==> config.mk <==
export PLATFORM = sky130hd
export DESIGN_NAME = uart_baud_ctrl_flat
export DESIGN_NICKNAME = d
export VERILOG_FILES = /design/src/rtl/uart_baud_if.sv /design/src/rtl/uart_baud_ctrl.sv /design/src/flat_wrapper.sv
export SDC_FILE = /design/constraint.sdc
export NUM_CORES = 1
export LEC_CHECK = 0
export ABC_CLOCK_PERIOD_IN_PS = 4750
export CAP_MARGIN = 20
export CORE_MARGIN = 3
export CORE_UTILIZATION = 35
export DETAILED_ROUTE_END_ITERATION = 8
export GPL_TIMING_DRIVEN = 0
export PLACE_DENSITY = 0.51
export SLEW_MARGIN = 20
export SYNTH_ARGS = -nofsm -noshare
export SYNTH_HDL_FRONTEND = slang
export SYNTH_SLANG_ARGS = --single-unit
==> constraint.sdc <==
create_clock -name clk -period 4.75 [get_ports clk]
set_clock_uncertainty 0.05 [all_clocks]
set_input_delay 0.95 -clock clk [delete_from_list [all_inputs] [get_ports clk]]
set_output_delay 0.95 -clock clk [all_outputs]
set_load 0.05 [all_outputs]
==> src/rtl/uart_baud_if.sv <==
// uart_baud_if: configuration, line and tick bundle between register block/receiver and baud controller
interface uart_baud_if #(parameter int DIV_W = 16);
    logic             en;
    logic [DIV_W-1:0] div;
    logic             sample_type;
    logic             rx_in;
    logic             rx_done;
    logic             btick_16;
    logic             btick;
    logic             mid_tick;
    logic             locked;
    modport master (output en, div, sample_type, rx_in, rx_done,
                    input  btick_16, btick, mid_tick, locked);
    modport slave  (input  en, div, sample_type, rx_in, rx_done,
                    output btick_16, btick, mid_tick, locked);
endinterface

==> src/rtl/uart_baud_ctrl.sv <==
// uart_baud_ctrl: baud prescaler, 16x/13x oversample counter and start-bit phase realignment
module uart_baud_ctrl #(parameter int DIV_W = 16) (
    input  logic        clk,
    input  logic        rst_n,
    uart_baud_if.slave  bus
);
    typedef enum logic {IDLE, RUN} state_t;
    state_t           st, st_n;
    logic [DIV_W-1:0] pcnt, pcnt_n, div_q, deff;
    logic [3:0]       ocnt, ocnt_n, n_m1, m;
    logic [2:0]       rx_sync;
    logic             type_q, cfg_vld, chg, fall, wrap;
    logic             tick16_n, btick_n, mid_n;

    assign deff = (bus.div < DIV_W'(2)) ? DIV_W'(1) : bus.div;
    assign n_m1 = bus.sample_type ? 4'd12 : 4'd15;
    assign m    = bus.sample_type ? 4'd6 : 4'd7;
    // cfg_vld keeps the first cycle after reset from seeing a spurious change
    assign chg  = cfg_vld && (bus.div != div_q || bus.sample_type != type_q);
    assign fall = rx_sync[2] && !rx_sync[1];
    assign wrap = pcnt == deff - DIV_W'(1);
    assign bus.locked = st == RUN;

    always_comb begin
        pcnt_n = wrap ? '0 : pcnt + DIV_W'(1);
        ocnt_n = !wrap ? ocnt : (ocnt == n_m1) ? 4'd0 : ocnt + 4'd1;
        st_n   = (st == RUN && bus.rx_done) ? IDLE : st;
        if (!bus.en || chg || (st == IDLE && fall)) begin
            pcnt_n = '0;
            ocnt_n = '0;
            st_n   = (bus.en && !chg) ? RUN : IDLE;
        end
        // ticks are decided one cycle ahead so the outputs come straight from flops
        tick16_n = bus.en && !chg && pcnt_n == deff - DIV_W'(1);
        btick_n  = tick16_n && ocnt_n == n_m1;
        mid_n    = tick16_n && ocnt_n == m;
    end

    always_ff @(posedge clk or negedge rst_n) begin
        if (!rst_n) begin
            rx_sync      <= 3'b111;
            div_q        <= '0;
            type_q       <= 1'b0;
            cfg_vld      <= 1'b0;
            pcnt         <= '0;
            ocnt         <= '0;
            st           <= IDLE;
            bus.btick_16 <= 1'b0;
            bus.btick    <= 1'b0;
            bus.mid_tick <= 1'b0;
        end else begin
            rx_sync      <= {rx_sync[1:0], bus.rx_in};
            div_q        <= bus.div;
            type_q       <= bus.sample_type;
            cfg_vld      <= 1'b1;
            pcnt         <= pcnt_n;
            ocnt         <= ocnt_n;
            st           <= st_n;
            bus.btick_16 <= tick16_n;
            bus.btick    <= btick_n;
            bus.mid_tick <= mid_n;
        end
    end
endmodule

==> src/flat_wrapper.sv <==
// flat-port wrapper written by rule: the top's interface ports become plain ports
module uart_baud_ctrl_flat 
#(parameter int DIV_W = 16)
  (clk, rst_n, bus_en, bus_div, bus_sample_type, bus_rx_in, bus_rx_done, bus_btick_16, bus_btick, bus_mid_tick, bus_locked);
  uart_baud_if #(.DIV_W(DIV_W)) bus_i ();
  input  logic clk;
  input  logic rst_n;
  input wire logic [$bits(bus_i.en)-1:0] bus_en;
  input wire logic [$bits(bus_i.div)-1:0] bus_div;
  input wire logic [$bits(bus_i.sample_type)-1:0] bus_sample_type;
  input wire logic [$bits(bus_i.rx_in)-1:0] bus_rx_in;
  input wire logic [$bits(bus_i.rx_done)-1:0] bus_rx_done;
  output wire logic [$bits(bus_i.btick_16)-1:0] bus_btick_16;
  output wire logic [$bits(bus_i.btick)-1:0] bus_btick;
  output wire logic [$bits(bus_i.mid_tick)-1:0] bus_mid_tick;
  output wire logic [$bits(bus_i.locked)-1:0] bus_locked;
  assign bus_i.en = bus_en;
  assign bus_i.div = bus_div;
  assign bus_i.sample_type = bus_sample_type;
  assign bus_i.rx_in = bus_rx_in;
  assign bus_i.rx_done = bus_rx_done;
  assign bus_btick_16 = bus_i.btick_16;
  assign bus_btick = bus_i.btick;
  assign bus_mid_tick = bus_i.mid_tick;
  assign bus_locked = bus_i.locked;
  uart_baud_ctrl #(.DIV_W(DIV_W)) u_core (.clk(clk), .rst_n(rst_n), .bus(bus_i));
endmodule
* Yosys cells after proc, flatten, opt, wreduce, memory -nomap -nowiden
Cells that the tools add are included.
** Operators by class
- Reductions and logical operators :: 15
- Equal/unequal tests :: 7
- Bitwise logic cells :: 1
- Add/subtract/negate cells :: 3
- Muxes and demuxes :: 11
- Magnitude comparators :: 1
** Operator list (number)
- $mux W16 :: 3
- $eq A16 B16 Y1 :: 2
- $add A16 B1 Y16 const B :: 1
- $lt A16 B2 Y1 const B :: 1
- $ne A16 B16 Y1 :: 1
- $sub A16 B1 Y16 const B :: 1
- $eq A4 B4 Y1 :: 3
- $mux W4 :: 3
- $logic_and A1 B1 Y1 :: 8
- $add A4 B1 Y4 const B :: 1
- $mux W1 :: 4
- $logic_not A1 Y1 :: 3
- $logic_or A1 B1 Y1 :: 3
- $mux W2 :: 1
- $reduce_bool A2 Y1 :: 1
- $ne A1 B1 Y1 :: 1
- $not A1 Y1 :: 1
** Word-level totals
- Output and inout bits :: 4
- Word-level logic and storage cells :: 48
- Input port bits :: 22
- Register bits :: 45

* Longest topological paths before layout
Gate-level depths: netlist of the first run.
- Depth after elaboration :: 9
- Gate-level depth with buffers :: 15
- Mapped depth without buffers :: 13

* Worst setup path after synthesis of the first run
Ideal clock, no wire load.
- Kind :: in2reg
- From :: input port bus_div[7]
- To :: register u_core.bus.btick
- Arrival :: 4814 ps
- Path slack :: -183 ps
- Required time :: 4632 ps
- Stages :: 14
- Path buffers :: 1
- Cells stage by stage :: buf_2 > nor4_1 > a41oi_1 > ha_1 > xnor2_1 > xnor2_1 > or4_1 > nand4bb_1 > nor4_4 > nand3_4 > or3b_1 > a21oi_2 > a21boi_2 > and4b_1
** RTL lines
- from (decl) :: line flat_wrapper.sv:9 : input wire logic [$bits(bus_i.div)-1:0] bus_div;
- $lt A16 B2 Y1 or $ne A16 B16 Y1 (tied branches) :: line uart_baud_ctrl.sv:15, uart_baud_ctrl.sv:19
- $mux W16 or $logic_or A1 B1 Y1 (tied branches) :: line uart_baud_ctrl.sv:15, uart_baud_ctrl.sv:19
- $sub A16 B1 Y16 or $logic_and A1 B1 Y1 (tied branches) :: line uart_baud_ctrl.sv:21, uart_baud_ctrl.sv:19
- $eq A16 B16 Y1 or $logic_or A1 B1 Y1 (tied branches) :: line uart_baud_ctrl.sv:21, uart_baud_ctrl.sv:28
- $mux W4 or $logic_or A1 B1 Y1 (tied branches) :: line uart_baud_ctrl.sv:26, uart_baud_ctrl.sv:28
- $mux W4 (*) :: line uart_baud_ctrl.sv:28 : if (!bus.en || chg || (st == IDLE && fall)) begin
- named net u_core.ocnt_n[2] :: line uart_baud_ctrl.sv:10 : logic [3:0] ocnt, ocnt_n, n_m1, m;
- $eq A4 B4 Y1 (*) :: line uart_baud_ctrl.sv:35 : btick_n = tick16_n && ocnt_n == n_m1;
- $logic_and A1 B1 Y1 (*) :: line uart_baud_ctrl.sv:35
- named net u_core.btick_n :: line uart_baud_ctrl.sv:13 : logic tick16_n, btick_n, mid_n;
- to (signal assigned) :: line uart_baud_ctrl.sv:60 : bus.btick <= btick_n;
- to (decl) :: line uart_baud_if.sv:15 : output btick_16, btick, mid_tick, locked);
Mark *: on every way through the listed nets, which the timed path passes. The rest lies on a longest branch.
A chain may end at the register's enable or synchronous reset.

* Worst setup path after layout of the first run
- From :: input port bus_div[11]
- To :: register u_core.bus.btick
The elaborated chain is that of the path after synthesis.

==> impl_metrics.toml, run 1 <==
[power_and_ir_drop]
combPwrFrac = 0.200
internal_power_uw = 628
p_sw_uw = 243
max-vdd-ir-drop_uv = 137
power.leakage_nw = 1.75
p_per_area_nw_per_um2 = 205
finalPower_uw = 871
power_frac_seq = 0.459
clockPowerShare = 0.341
switching_share = 0.279

[synth]
postSynthAreaPerCell_sq_um = 8.86
synth_nets = 395
synth_ff_type = "dfrtp_1"
synth_edf_count = 0
syn_area_sq_um = 3280
synth_cell_types = 70
ys_seq_elements = 45
ys_warn_count = 0
async_flop_share = 1.00
syn-instance-count = 370
ys_seq_area_frac = 0.345

[run_status]
status = "finished, final reports clean"

[final_layout]
layout.nets = 452
drive_gt1_frac = 0.220
design_area_sq_um = 4260
finish.utilization = 0.479
fill_cells = 852
diodes = 0
area_growth_pct = 29.8
regArea_sq_um = 1130
multi_input_area_sq_um = 2210

[clock_tree]
htree_levels = 2
cts_hold_repair.buffers = 0
clockBufferDepth = 2
cts_buffers = 5
numClockSinks = 45
clk_latency_ns = 0.30
clk_pin_slew_ns = 0.09
clockRootBuffer = "clkbuf_8"
cts_tree = "yes"

[global_route]
grt_overflow_total = 0
grt_pass1_wl_mm = 15.2
grt_pass1_vias = 2883
grt_max_degree = 27
antenna_found_initial = 0
track_usage = 0.188

[route]
ant_nets = 0
vias_per_cell = 5.60
wire_per_inst_um = 18.0
drt_iter0_markers = 210
dr.pass1.iters = 5
wl_mm = 9.65
dr_total_vias = 3004
remaining_drc_errors = 0

[setup_path]
crit_buf_inv = 3
cp_slowest_cell = "or4b_4"
crit_chain = "clkdlybuf4s15_1 > nor3_4 > a41oi_2 > ha_4 > or4b_4 > buf_4 > nor3_4 > mux2i_2 > nand4_1 > nor4_4 > buf_4 > nand3_4 > or3b_4 > a21oi_4 > a21boi_2 > and4b_1"
critPathTopFamily = "simple AND/OR/NAND/NOR gates"
critical_path_class = "in2reg"
endpoint_kind = "flop"
r2r_slack_ns = 1.21
worstPathRequired_ns = 4.94
arrival_ns = 4.81
critical_path.max_stage_delay_ns = 0.50
start_kind = "input pin"
crit_fanout = 9

[floorplan]
dieArea_sq_um = 10600
core-area_sq_um = 8890
io_pins = 26
start_util = 0.369
dieWidth_um = 103
core.rowCount = 34
fp.dieH_um = 103

[timing]
max_freq_mhz = 216
layout_min_cycle_time_ns = 4.62
period_share = 0.973
final_hold_viol_count = 0
slew_viol_final = 0
relSlewSlack = 0.650
setup_tns_ns = 0
setup_violations = 0
worstMarginPinSlew_ns = 0.519
fin_ws_ns = 0.130

[placement]
placed_area_sq_um = 3700
dp_slack_ns = -1.35
port_buffers = 25
dpl.hpwl_mm = 7.17
place_congestion = 0.860

[min_path]
hp-class = "reg2reg"

[run]
cap_violations = 0
==> cell families (layout without fill, tap and decap cells) <==
group                      count (synthesis)  count (layout)  synth area share
muxes                                     10              10            0.0313
DFF                                       45              45             0.345
xor gates and xnor gates                  64              64             0.177
AOI/OAI and AO/OA                         51              51             0.114
and+or+nand+nor                          165             165             0.279
other                                      1               1           0.00114
adders and majority gates                  3               3            0.0115
buffers and inverters                     31              89            0.0408
==> flip-flops by register name, indices dropped and copies added (netlist names) <==
name                 count
u_core.type_q            1
u_core.rx_sync           3
u_core.ocnt              4
u_core.bus.btick_16      1
u_core.bus.locked        1
u_core.bus.mid_tick      1
u_core.cfg_vld           1
u_core.bus.btick         1
u_core.div_q            16
u_core.pcnt             16
==> power groups by stage <==
stage | sequential [mW] | clock, mW | combinational [mW]
2_1_floorplan | 0.407 | 0 | 0.0866
3_3_place_gp | 0.407 | 0 | 0.144
3_5_place_dp | 0.407 | 0 | 0.145
4_1_cts | 0.400 | 0.310 | 0.164
5_1_grt | 0.400 | 0.325 | 0.189
6_report | 0.399 | 0.297 | 0.174
==> placed cells by master (no fill, tap or decap), drive strengths merged, types with 4 or more instances in the layout <==
| master | Yosys | routed |
|---|---|---|
| o31ai | 6 | 6 |
| and3 | 9 | 9 |
| nor2 | 43 | 43 |
| o21ai | 12 | 12 |
| nor3b | 4 | 4 |
| clkdlybuf4s50 | 0 | 8 |
| buf | 8 | 39 |
| nor3 | 16 | 16 |
| nand2 | 19 | 19 |
| and2 | 4 | 4 |
| dfrtp | 42 | 42 |
| or3 | 5 | 5 |
| nor4 | 11 | 11 |
| nand4 | 12 | 12 |
| mux2i | 8 | 8 |
| nand3 | 17 | 17 |
| clkbuf | 15 | 18 |
| inv | 8 | 8 |
| a21oi | 6 | 6 |
| xor2 | 29 | 29 |
| dlymetal6s2s | 0 | 10 |
| or4 | 5 | 5 |
| xnor2 | 34 | 34 |
| or2 | 5 | 5 |
==> path summary, 6_finish.rpt <==
| check | endpoint | depth (start not counted) | start |
|---|---|---|---|
| worst max-delay path | u_core.bus.btick | 16 | bus_div[11] |
| worst min-delay path | u_core.rx_sync[1] | 0 | u_core.rx_sync[0] |
| worst max register to register | u_core.bus.btick | 12 | u_core.pcnt[8] |
| worst min register to register | u_core.rx_sync[1] | 0 | u_core.rx_sync[0] |
| max in group asynchronous | u_core.rx_sync[2] | 2 | rst_n |
| min in group asynchronous | u_core.div_q[1] | 1 | rst_n |
==> Yosys cell counts, types with 8 or more instances <==
library cell | instances | share of area
nand2_1 | 18 | 0.021
nand3_1 | 15 | 0.023
xnor2_1 | 33 | 0.088
o21ai_0 | 12 | 0.018
and3_1 | 9 | 0.017
nor2_1 | 43 | 0.049
mux2i_1 | 8 | 0.024
xor2_1 | 29 | 0.077
clkbuf_1 | 15 | 0.017
dfrtp_1 | 42 | 0.32
inv_1 | 8 | 0.0092
nand4_1 | 12 | 0.023
nor4_1 | 10 | 0.019
nor3_1 | 16 | 0.024
==> metal layers <==
| metal | vias to the layer above | GRT usage | wire length, um |
|---|---|---|---|
| met3 | 16 | 0.0304 | 566 |
| li1 | 1436 | - | - |
| met2 | 116 | 0.299 | 4390 |
| met4 | 0 | 0.0378 | 164 |
| met1 | 1436 | 0.271 | 4530 |
| met5 | - | 0 | 0 |
==> area by class of cell <==
class | count | share of cell area
tap | 108 | 0.0317
inverter | 8 | 0.00705
timing repair buffer | 55 | 0.116
clock buffer | 6 | 0.0170
multi-input combinational | 294 | 0.520
sequential | 45 | 0.265
clock inverter | 2 | 0.00911
buffer | 18 | 0.0332
==> what timing repair did <==
item	4_1_cts	5_1_grt
endpoints found under the setup margin	23	13
pin swaps	11	12
resized for setup	40	25
setup buffers	10	19
==> per-stage QoR <==
stage	hold WS, ns	instances
floorplan	0.295	370
global placement	0.298	503
detailed placement	0.301	504
CTS	0.314	517
global route	0.320	536
finish	0.312	536
Power figures use the tool's default switching activity.
==> inputs of run 2 (changes only) <==
--- a/config.mk
+++ b/config.mk
@@ -6,7 +6,6 @@
 export NUM_CORES = 1
 export LEC_CHECK = 0
 export ABC_CLOCK_PERIOD_IN_PS = 4750
-export CAP_MARGIN = 20
 export CORE_MARGIN = 3
 export CORE_UTILIZATION = 35
 export DETAILED_ROUTE_END_ITERATION = 8
==> results of run 2 <==
Final layout, timing and power as in run 1 (identical DEF).
==> inputs of run 3 (changes only) <==
--- a/config.mk
+++ b/config.mk
@@ -10,7 +10,8 @@
 export CORE_UTILIZATION = 35
 export DETAILED_ROUTE_END_ITERATION = 8
 export GPL_TIMING_DRIVEN = 0
-export PLACE_DENSITY = 0.51
+export PLACE_DENSITY_LB_ADDON = 0.3
+export RECOVER_POWER = 25
 export SLEW_MARGIN = 20
 export SYNTH_ARGS = -nofsm -noshare
 export SYNTH_HDL_FRONTEND = slang
==> run 3 against run 2 <==
Net effect:
- via count down 0.83%
- wire length fell by 6.2%
- sequential cell count unchanged
- highest routed layer unchanged
- critical endpoint unchanged
==> impl_metrics.toml, run 3 (synthesized netlist as in run 1, its figures left out) <==
[route]
vias_per_cell = 5.65
dr.pass1.iters = 7
drt_iter0_markers = 217
dr_total_vias = 2979
ant_nets = 0
remaining_drc_errors = 0
wl_mm = 9.05
wire_per_inst_um = 17.2

[floorplan]
fp.dieH_um = 103
core-area_sq_um = 8890
io_pins = 26
start_util = 0.369
dieArea_sq_um = 10600
dieWidth_um = 103
core.rowCount = 34

[power_and_ir_drop]
p_per_area_nw_per_um2 = 201
power.leakage_nw = 1.60
combPwrFrac = 0.200
internal_power_uw = 596
clockPowerShare = 0.318
switching_share = 0.280
p_sw_uw = 232
power_frac_seq = 0.482
max-vdd-ir-drop_uv = 86.5

[clock_tree]
clockBufferDepth = 2
clk_pin_slew_ns = 0.09
cts_tree = "yes"
clockRootBuffer = "clkbuf_8"
cts_buffers = 5
numClockSinks = 45
clk_latency_ns = 0.30
htree_levels = 2

[global_route]
track_usage = 0.179
antenna_found_initial = 0
grt_overflow_total = 0
grt_pass1_wl_mm = 14.6
grt_pass1_vias = 2835
grt_max_degree = 25

[placement]
placed_area_sq_um = 3700
place_congestion = 0.879
dpl.hpwl_mm = 6.77
port_buffers = 25
dp_slack_ns = -1.18

[timing]
layout_min_cycle_time_ns = 4.62
slew_viol_final = 0
setup_violations = 0
fin_ws_ns = 0.131
max_freq_mhz = 216
worstMarginPinSlew_ns = 1.29
whs_ns = 0.319
final_hold_viol_count = 0
period_share = 0.972
relSlewSlack = 0.143

[run]
cap_violations = 0

[setup_path]
arrival_ns = 4.81
crit_fanout = 10
worstPathRequired_ns = 4.94
critical_path_class = "in2reg"
crit_chain = "dlygate4sd2_1 > clkbuf_8 > nor4_4 > a41oi_2 > ha_4 > or4b_4 > or4_4 > xnor2_4 > nand2_2 > nor4_4 > buf_4 > nand3_4 > or3b_4 > a21oi_4 > a21boi_2 > and4b_1"
cp.depth = 16
start_kind = "input pin"
endpoint_kind = "flop"
critPathTopFamily = "simple AND/OR/NAND/NOR gates"
critical_path.max_stage_delay_ns = 0.51
crit_top_cell = "nor4_4"
r2r_cells = 11
cp_slowest_cell = "or4b_4"
crit_buf_inv = 3

[min_path]
min_path_cells = 0
hp-class = "reg2reg"

[final_layout]
top_regs = "u_core.div_q: 16 flops, u_core.pcnt: 16 flops, u_core.ocnt: 4 flops"
drive_gt1_frac = 0.191
area_growth_pct = 25.5
layout.nets = 443
fill_cells = 833
design_area_sq_um = 4110
final_cell_mix = "nor2_1, dfrtp_1, xnor2_1"
diodes = 0
final_common_cell = "nor2_1"

[run_status]
status = "finished, final reports clean"
==> run 3: worst reg2reg max path, delay by kind of cell, from the launching register on <==
family,cells,cell delay [ns]
AO/OA/AOI/OAI,3,0.59
XOR/XNOR,1,0.25
buffers and inverters,1,0.37
flip-flops,1,0.36
multiplexers,1,0.17
AND/OR/NAND/NOR,5,1.62
==> run 3: worst paths after layout <==
kind / startpoint / end / slack [ns]
worst max-delay path: bus_div[3] / u_core.bus.btick / 0.13
worst min-delay path: u_core.rx_sync[0] / u_core.rx_sync[1] / 0.32
worst max register to register: u_core.pcnt[3] / u_core.bus.btick / 1.26
worst min register to register: u_core.rx_sync[0] / u_core.rx_sync[1] / 0.32
max in group asynchronous: rst_n / u_core.rx_sync[2] / 2.97
min in group asynchronous: rst_n / u_core.div_q[7] / 0.86
==> run 3: routing by layer <==
layer	vias up	part of all wire	global-route usage
met1	1446	0.45	0.252
met2	100	0.47	0.287
met4	0	0.017	0.0418
li1	1414	-	-
met5	-	0	0
met3	19	0.062	0.0338
==> run 3: cell type report <==
| class | count | area, sq um | area share |
|---|---|---|---|
| Clock inverter | 1 | 5.00 | 0.00122 |
| Clock buffer | 7 | 96.3 | 0.0234 |
| Multi-Input combinational cell | 294 | 2190 | 0.533 |
| Tap cell | 108 | 135 | 0.0329 |
| Buffer | 18 | 140 | 0.0341 |
| Timing Repair Buffer | 46 | 384 | 0.0934 |
| Inverter | 8 | 30.0 | 0.00730 |
| Sequential cell | 45 | 1130 | 0.275 |
==> run 3: power groups by stage <==
stage          combinational (mW)  clock (mW)  sequential (mW)
3_5_place_dp                0.143           0            0.407
3_3_place_gp                0.140           0            0.407
2_1_floorplan              0.0866           0            0.407
4_1_cts                     0.159       0.277            0.399
5_1_grt                     0.180       0.293            0.400
6_report                    0.166       0.263            0.399
==> run 3: metrics by stage <==
stage               setup TNS (ns)   util  total power, mW  cells
global placement            -17.64  0.415            0.547    503
floorplan                        0      -            0.493    370
finish                           0  0.463            0.828    527
global route              -0.00252  0.463            0.874    527
CTS                              0  0.453            0.836    516
detailed placement          -17.56  0.416            0.549    504
==> run 3: timing repair <==
item	CTS	global route
hold buffers	0	0
buffers inserted	9	11
pin swaps	9	8
endpoints found under the setup margin	21	13
resized for setup	41	20
endpoints found under the hold margin	0	0
